File: src/rtl/set_assoc_cache.sv
// Purpose : N-way set-associative write-through data cache with true-LRU and req/ack refill.
// Latency : read hit completes in the cycle after the lookup edge; misses and writes add memory round trip.
// Backpres: single outstanding request; busy_o high while not IDLE, memory waits on mem_ack_i indefinitely.
//
// Ports: clk/rst (sync active-high); cpu_req_i/cpu_we_i/addr_i/wdata_i request side;
//        rdata_o/cpu_ready_o/hit_o/busy_o completion side; mem_* word-aligned memory handshake;
//        hit_count_o/miss_count_o read-lookup statistics, live only when CACHE_STATS_EN is defined
//        (tied to 0 otherwise).
module set_assoc_cache #(
  parameter int DATA_WIDTH = 32,
  parameter int ADDR_WIDTH = 32,
  parameter int SET_WIDTH  = 3,
  parameter int WAYS       = 2
) (
  input  logic                  clk,
  input  logic                  rst,
  input  logic                  cpu_req_i,
  input  logic                  cpu_we_i,
  input  logic [ADDR_WIDTH-1:0] addr_i,
  input  logic [DATA_WIDTH-1:0] wdata_i,
  output logic [DATA_WIDTH-1:0] rdata_o,
  output logic                  cpu_ready_o,
  output logic                  hit_o,
  output logic                  busy_o,
  output logic                  mem_req_o,
  output logic                  mem_we_o,
  output logic [ADDR_WIDTH-1:0] mem_addr_o,
  output logic [DATA_WIDTH-1:0] mem_wdata_o,
  input  logic [DATA_WIDTH-1:0] mem_rdata_i,
  input  logic                  mem_ack_i,
  output logic [31:0]           hit_count_o,
  output logic [31:0]           miss_count_o
);

  localparam int SETS      = 1 << SET_WIDTH;
  localparam int TAG_WIDTH = ADDR_WIDTH - SET_WIDTH - 2;
  localparam int AGE_WIDTH = $clog2(WAYS);
  localparam logic [AGE_WIDTH-1:0] AGE_LRU = AGE_WIDTH'(WAYS - 1);

  typedef enum logic [1:0] {ST_IDLE, ST_LOOKUP, ST_MEM} state_e;

  state_e                state_q, state_d;
  logic [ADDR_WIDTH-1:0] req_addr_q, req_addr_d;
  logic                  req_we_q, req_we_d;
  logic [DATA_WIDTH-1:0] req_wdata_q, req_wdata_d;
  logic                  lk_hit_q, lk_hit_d;
  logic [DATA_WIDTH-1:0] rdata_q, rdata_d;
  logic                  ready_q, ready_d;
  logic                  hit_q, hit_d;
  logic                  mem_req_q, mem_req_d;
  logic                  mem_we_q, mem_we_d;
  logic [ADDR_WIDTH-1:0] mem_addr_q, mem_addr_d;
  logic [DATA_WIDTH-1:0] mem_wdata_q, mem_wdata_d;

  // Line storage, indexed [set][way].
  logic                  valid_q [SETS][WAYS];
  logic [TAG_WIDTH-1:0]  tag_q   [SETS][WAYS];
  logic [DATA_WIDTH-1:0] data_q  [SETS][WAYS];
  logic [AGE_WIDTH-1:0]  age_q   [SETS][WAYS];

  logic [SET_WIDTH-1:0]  req_set;
  logic [TAG_WIDTH-1:0]  req_tag;
  logic                  lk_hit;
  logic [AGE_WIDTH-1:0]  lk_way;
  logic [AGE_WIDTH-1:0]  vic_way;
  logic                  touch_en;
  logic [AGE_WIDTH-1:0]  touch_way;
  logic [AGE_WIDTH-1:0]  touch_age;
  logic                  fill_en;
  logic                  wr_en;
  logic                  unused_addr_lsb;

  assign req_set = req_addr_q[SET_WIDTH+1:2];
  assign req_tag = req_addr_q[ADDR_WIDTH-1:SET_WIDTH+2];
  // Byte offset never reaches memory; addresses are forced word aligned.
  assign unused_addr_lsb = ^req_addr_q[1:0];

  // Tag compare across the set; tags are unique per set so at most one way matches.
  always_comb begin
    lk_hit = 1'b0;
    lk_way = '0;
    for (int w = 0; w < WAYS; w++) begin
      if (valid_q[req_set][w] && (tag_q[req_set][w] == req_tag)) begin
        lk_hit = 1'b1;
        lk_way = AGE_WIDTH'(w);
      end
    end
  end

  // Victim: lowest-index invalid way, else the LRU way (age WAYS-1).
  always_comb begin
    logic found;
    found   = 1'b0;
    vic_way = '0;
    for (int w = 0; w < WAYS; w++) begin
      if (!found && !valid_q[req_set][w]) begin
        found   = 1'b1;
        vic_way = AGE_WIDTH'(w);
      end
    end
    if (!found) begin
      for (int w = 0; w < WAYS; w++) begin
        if (age_q[req_set][w] == AGE_LRU) begin
          vic_way = AGE_WIDTH'(w);
        end
      end
    end
  end

  assign touch_age = age_q[req_set][touch_way];

  // Next-state and registered-output logic.
  always_comb begin
    state_d     = state_q;
    req_addr_d  = req_addr_q;
    req_we_d    = req_we_q;
    req_wdata_d = req_wdata_q;
    lk_hit_d    = lk_hit_q;
    rdata_d     = rdata_q;
    ready_d     = 1'b0;
    hit_d       = 1'b0;
    mem_req_d   = mem_req_q;
    mem_we_d    = mem_we_q;
    mem_addr_d  = mem_addr_q;
    mem_wdata_d = mem_wdata_q;
    touch_en    = 1'b0;
    touch_way   = lk_way;
    fill_en     = 1'b0;
    wr_en       = 1'b0;

    unique case (state_q)
      ST_IDLE: begin
        if (cpu_req_i) begin
          req_addr_d  = addr_i;
          req_we_d    = cpu_we_i;
          req_wdata_d = wdata_i;
          state_d     = ST_LOOKUP;
        end
      end

      ST_LOOKUP: begin
        lk_hit_d = lk_hit;
        if (!req_we_q && lk_hit) begin
          rdata_d  = data_q[req_set][lk_way];
          hit_d    = 1'b1;
          ready_d  = 1'b1;
          touch_en = 1'b1;
          state_d  = ST_IDLE;
        end else begin
          // Read miss or any write: go to memory (write-through, no write allocate).
          mem_req_d   = 1'b1;
          mem_we_d    = req_we_q;
          mem_addr_d  = {req_addr_q[ADDR_WIDTH-1:2], 2'b00};
          mem_wdata_d = req_wdata_q;
          if (req_we_q && lk_hit) begin
            wr_en    = 1'b1;
            touch_en = 1'b1;
          end
          state_d = ST_MEM;
        end
      end

      ST_MEM: begin
        if (mem_ack_i) begin
          mem_req_d = 1'b0;
          mem_we_d  = 1'b0;
          ready_d   = 1'b1;
          state_d   = ST_IDLE;
          if (!mem_we_q) begin
            fill_en   = 1'b1;
            touch_en  = 1'b1;
            touch_way = vic_way;
            rdata_d   = mem_rdata_i;
            hit_d     = 1'b0;
          end else begin
            hit_d = lk_hit_q;
          end
        end
      end

      default: state_d = ST_IDLE;
    endcase
  end

  always_ff @(posedge clk) begin
    if (rst) begin
      state_q     <= ST_IDLE;
      req_addr_q  <= '0;
      req_we_q    <= 1'b0;
      req_wdata_q <= '0;
      lk_hit_q    <= 1'b0;
      rdata_q     <= '0;
      ready_q     <= 1'b0;
      hit_q       <= 1'b0;
      mem_req_q   <= 1'b0;
      mem_we_q    <= 1'b0;
      mem_addr_q  <= '0;
      mem_wdata_q <= '0;
    end else begin
      state_q     <= state_d;
      req_addr_q  <= req_addr_d;
      req_we_q    <= req_we_d;
      req_wdata_q <= req_wdata_d;
      lk_hit_q    <= lk_hit_d;
      rdata_q     <= rdata_d;
      ready_q     <= ready_d;
      hit_q       <= hit_d;
      mem_req_q   <= mem_req_d;
      mem_we_q    <= mem_we_d;
      mem_addr_q  <= mem_addr_d;
      mem_wdata_q <= mem_wdata_d;
    end
  end

  // Line arrays. Reset wins over any pending fill/touch, which aborts the operation.
  always_ff @(posedge clk) begin
    if (rst) begin
      for (int s = 0; s < SETS; s++) begin
        for (int w = 0; w < WAYS; w++) begin
          valid_q[s][w] <= 1'b0;
          age_q[s][w]   <= AGE_WIDTH'(w);
        end
      end
    end else begin
      if (fill_en) begin
        valid_q[req_set][vic_way] <= 1'b1;
        tag_q[req_set][vic_way]   <= req_tag;
        data_q[req_set][vic_way]  <= mem_rdata_i;
      end
      if (wr_en) begin
        data_q[req_set][lk_way] <= req_wdata_q;
      end
      // True-LRU touch: younger ways age by one, the touched way becomes MRU.
      if (touch_en) begin
        for (int w = 0; w < WAYS; w++) begin
          if (AGE_WIDTH'(w) == touch_way) begin
            age_q[req_set][w] <= '0;
          end else if (age_q[req_set][w] < touch_age) begin
            age_q[req_set][w] <= age_q[req_set][w] + AGE_WIDTH'(1);
          end
        end
      end
    end
  end

  assign rdata_o     = rdata_q;
  assign cpu_ready_o = ready_q;
  assign hit_o       = hit_q;
  assign busy_o      = (state_q != ST_IDLE);
  assign mem_req_o   = mem_req_q;
  assign mem_we_o    = mem_we_q;
  assign mem_addr_o  = mem_addr_q;
  assign mem_wdata_o = mem_wdata_q;

`ifdef CACHE_STATS_EN
  logic [31:0] hit_cnt_q;
  logic [31:0] miss_cnt_q;

  // Only read lookups count; counters stick at all-ones.
  always_ff @(posedge clk) begin
    if (rst) begin
      hit_cnt_q  <= '0;
      miss_cnt_q <= '0;
    end else if (state_q == ST_LOOKUP && !req_we_q) begin
      if (lk_hit) begin
        if (hit_cnt_q != 32'hFFFF_FFFF) hit_cnt_q <= hit_cnt_q + 32'd1;
      end else begin
        if (miss_cnt_q != 32'hFFFF_FFFF) miss_cnt_q <= miss_cnt_q + 32'd1;
      end
    end
  end

  assign hit_count_o  = hit_cnt_q;
  assign miss_count_o = miss_cnt_q;
`else
  assign hit_count_o  = '0;
  assign miss_count_o = '0;
`endif

endmodule

File: config.mk
export PLATFORM = sky130hd
export DESIGN_NAME = set_assoc_cache
export DESIGN_NICKNAME = d
export VERILOG_FILES = /design/src/rtl/set_assoc_cache.sv
export SDC_FILE = /design/constraint.sdc
export NUM_CORES = 1
export LEC_CHECK = 0
export ABC_AREA = 1
export CAP_MARGIN = 30
export CELL_PAD_IN_SITES_DETAIL_PLACEMENT = 1
export CELL_PAD_IN_SITES_GLOBAL_PLACEMENT = 1
export CORE_UTILIZATION = 48
export CTS_CLUSTER_SIZE = 28
export DETAILED_ROUTE_END_ITERATION = 7
export PLACE_DENSITY = 0.85
export SKIP_CTS_REPAIR_TIMING = 1
export SLEW_MARGIN = 20
export SYNTH_ARGS = -nofsm -noshare
export SYNTH_HDL_FRONTEND = slang
export SYNTH_SLANG_ARGS = --single-unit
File: constraint.sdc
create_clock -name clk -period 5.3 [get_ports clk]
set_clock_uncertainty 0.1 [all_clocks]
set_input_delay 1.06 -clock clk [delete_from_list [all_inputs] [get_ports clk]]
set_output_delay 1.06 -clock clk [all_outputs]
set_load 0.02 [all_outputs]
==> implementation parameters <==
Parameter                              Value

Drt
  Count of TritonRoute iterations in the first routing pass ... 5
  Routed wire length ... 167 mm
  Average routed wire per standard cell ... 27.0 um
  Vias/cell ... 6.10
  Number of DRC violations after detailed-routing iteration 0 ... 3,909
  DRC errors left ... 0
  Number of nets still failing antenna checks after routing ... 0
  Vias post-DR ... 37,800

Status
  Status ... finished clean

Clocking
  Clock Latency Late Sink ... 0.73 ns
  Number of buffers on the longest clock path ... 3
  TritonCTS clock tree ... built
  Clk root buf ... sky130_fd_sc_hd__clkbuf_16
  Number of CTS-inserted buffers ... 113
  H-tree levels ... 3
  Clk sink count ... 1,143
  Clock slew at reported path FFs ... 0.06 ns

Layout
  Final cell area excluding filler cells ... 55,800 um2
  Synthesis-to-finish area growth ... 15.1%
  Non-filler instance count after layout ... 6,189
  Fraction of final layout cells with drive strength greater than 1 ... 7.61%
  Final nets ... 4,896

Setup path
  Crit path max fanout ... 92
  Maximum single-stage delay on the critical path ... 0.63 ns
  Setup crit start kind ... register
  Required arrival time at the worst endpoint ... 5.64 ns
  Ordered cell list for the critical path ... buf_12 -> nor2_1 -> nor2_1 -> o21ai_0 -> nand3_1 -> nand3_1 -> nand2_1 -> nand3_1 -> nand3b_1 -> nor2_1 -> nand2_1 -> nand2_2 -> nand4_4 -> buf_4 -> o21ai_1
  Max stage delay cell, worst path ... sky130_fd_sc_hd__dfxtp_4
  Signal arrival time at the worst endpoint ... 5.19 ns
  Gate family responsible for the most delay along the worst path ... simple AND/OR/NAND/NOR gates
  Path type of the worst setup path ... register to register
  Setup crit end kind ... register
  Critical path buffers and inverters ... 2

Yosys
  Number of different library cells in the post-synthesis netlist ... 39
  Sequential-to-total area share from yosys stat ... 67.0%
  Avg Cell Area, Syn ... 10.4 um2
  Mapped Cells ... 4,668
  Synthesized flop and latch total ... 1,143
  Number of warning messages in the yosys log ... 0
  Cell area after synthesis ... 48,500 um2

Placed design
  Port Buffer Count ... 197
  Routability congestion estimate from global placement ... 0.873
  Post-placement worst setup slack ... 0.667 ns
  Instance count after placement with tap cells included ... 5,973
  Final HPWL from detailed placement ... 95.1 mm
  Post-Place Cell Area ... 52,000 um2

STA
  Total of endpoints with negative setup slack in the final report ... 0
  Setup repair after global routing missed its margin ... no
  Sum Neg Setup Slack ... 0 ns
  Endpoints failing hold ... 0
  Ratio of final minimum period to clock period ... 91.3%
  Highest clock rate ... 207 MHz
  Final worst setup slack ... 0.459 ns
  Tmin final ... 4.84 ns
  Worst slew pin tran ... 1.01 ns
  Worst slew margin relative to its limit ... 32.9%
  Max Transition Viols Final ... 0
  Worst-case hold slack ... 0.362 ns

Pwr
  Power Dens Cells ... 457 nW/um2
  Worst VDD drop ... 0.000311 V
  Cell leakage power ... 21.7 nW

GRT
  Global Route Usage Sum ... 32.2%
  Total grt overflow ... 0
  Number of antenna violations at the first check in global routing ... 6
  Global-route wire length before repair ... 246 mm
  Largest net degree at the start of global routing ... 209
  Via count of the first global-routing pass ... 39,600

Floorplanning
  Row Count ... 116
  Core box area ... 100,000 um2
  I/O pin count ... 266
  DIE WIDTH ... 320 um
  Die extent in y ... 320 um
  Initial Util ... 48.4%
  Die Area ... 102,000 um2

Min path
  Worst min-delay path category ... register to register

Job
  Max-capacitance violation count ... 0
-- power breakdown --
part	internal (mW)	switching, mW
Sequential	10.3	0.460
Combinational	1.91	4.53
Clock	4.65	3.65
Total	16.9	8.64
-- placed cells by master, fill, tap and decap left out, drive strengths merged --
cell type	instances
or2	42
a221oi	84
edfxtp	959
o221ai	1
ha	4
nand4	8
inv	449
clkbuf	143
nor2	236
o22ai	15
a21oi	430
nand3b	2
bufinv	11
conb	66
nor3	8
o21a	2
and2	3
a221o	44
diode	2
o211ai	2
dfxtp	184
nand2	1238
clkdlybuf4s50	197
clkinv	48
o21ai	263
clkinvlp	5
nand3	356
buf	89
-- tightest hold or removal path, stage by stage, from the launching register on --
cell and delay, ns:
sky130_fd_sc_hd__dfxtp_1 0.33, sky130_fd_sc_hd__nand2_1 0.05, sky130_fd_sc_hd__o21ai_0 0.06
-- final cells by class --
type	instances	area (um2)
diodes	2	5.00
clock buffers	143	3060
clock inverters	70	721
fillers	10700	44300
inverters	443	1690
multi-input cells	2804	13200
flip-flops and latches	1143	32500
well taps	1298	1620
repair buffers	286	3060
-- per-layer routing --
| metal | vias up | part of all wire (%) | GRT usage [%] |
|---|---|---|---|
| li1 | 16100 | - | - |
| met1 | 18900 | 36 | 38.8 |
| met2 | 2219 | 49 | 54.5 |
| met3 | 584 | 8.8 | 5.85 |
| met4 | 8 | 5.6 | 17.7 |
| met5 | - | 0.028 | 0 |
-- cell usage after synthesis (all sizes together) --
master	count	area (um2)
nand3b	2	15.0
clkinv	2	7.51
edfxtp	959	28800
a221oi	84	736
a21oi	430	2170
dfxtp	184	3680
ha	4	50.1
o21ai	263	1320
nand2	1238	4670
nor3	8	40.0
and2	3	18.8
clkbuf	138	518
o22ai	15	93.8
buf	205	1210
or2	42	263
nor2	236	893
nand3	356	1800
o221ai	1	8.76
a221o	44	440
conb	1	3.75
nand4	8	71.3
inv	441	1660
o21a	2	15.0
o211ai	2	15.0
-- kinds of logic after synthesis --
logic type	Yosys count	share of synthesized area, %
AO/OA/AOI/OAI	841	9.88
other	1	0.00773
adder cells (fa/ha/maj)	4	0.103
buffers and inverters	786	7.00
AND/OR/NAND/NOR	1893	16.0
flip-flops	1143	67.0
-- path summary, 6_finish.rpt --
kind / end / startpoint / slack (ns) / cells past startpoint
setup / recovery: data_q[5][57] / register / 0.46 / 15
hold reg to reg: valid_q[0][1] / valid_q[0][1] / 0.36 / 2
setup reg to reg: data_q[5][57] / register / 0.46 / 15
hold / removal: valid_q[0][1] / valid_q[0][1] / 0.36 / 2
-- metrics by stage --
step	utilization (%)	power, mW
2_1_floorplan	-	14.6
3_3_place_gp	51.9	16.7
3_5_place_dp	51.9	17.1
4_1_cts	55.7	25.4
5_1_grt	55.8	26.2
6_report	55.8	25.5
-- flip-flops by register name (all words and copies together), names as in the netlist, 2 cells and up, named ones only --
| signal | cells |
|---|---|
| mem_wdata_o | 32 |
| data_q | 512 |
| state_q | 2 |
| age_q | 16 |
| req_addr_q | 30 |
| req_wdata_q | 32 |
| mem_addr_o | 30 |
| valid_q | 16 |
| tag_q | 432 |
| rdata_o | 32 |
Power figures use the tool's default switching activity.
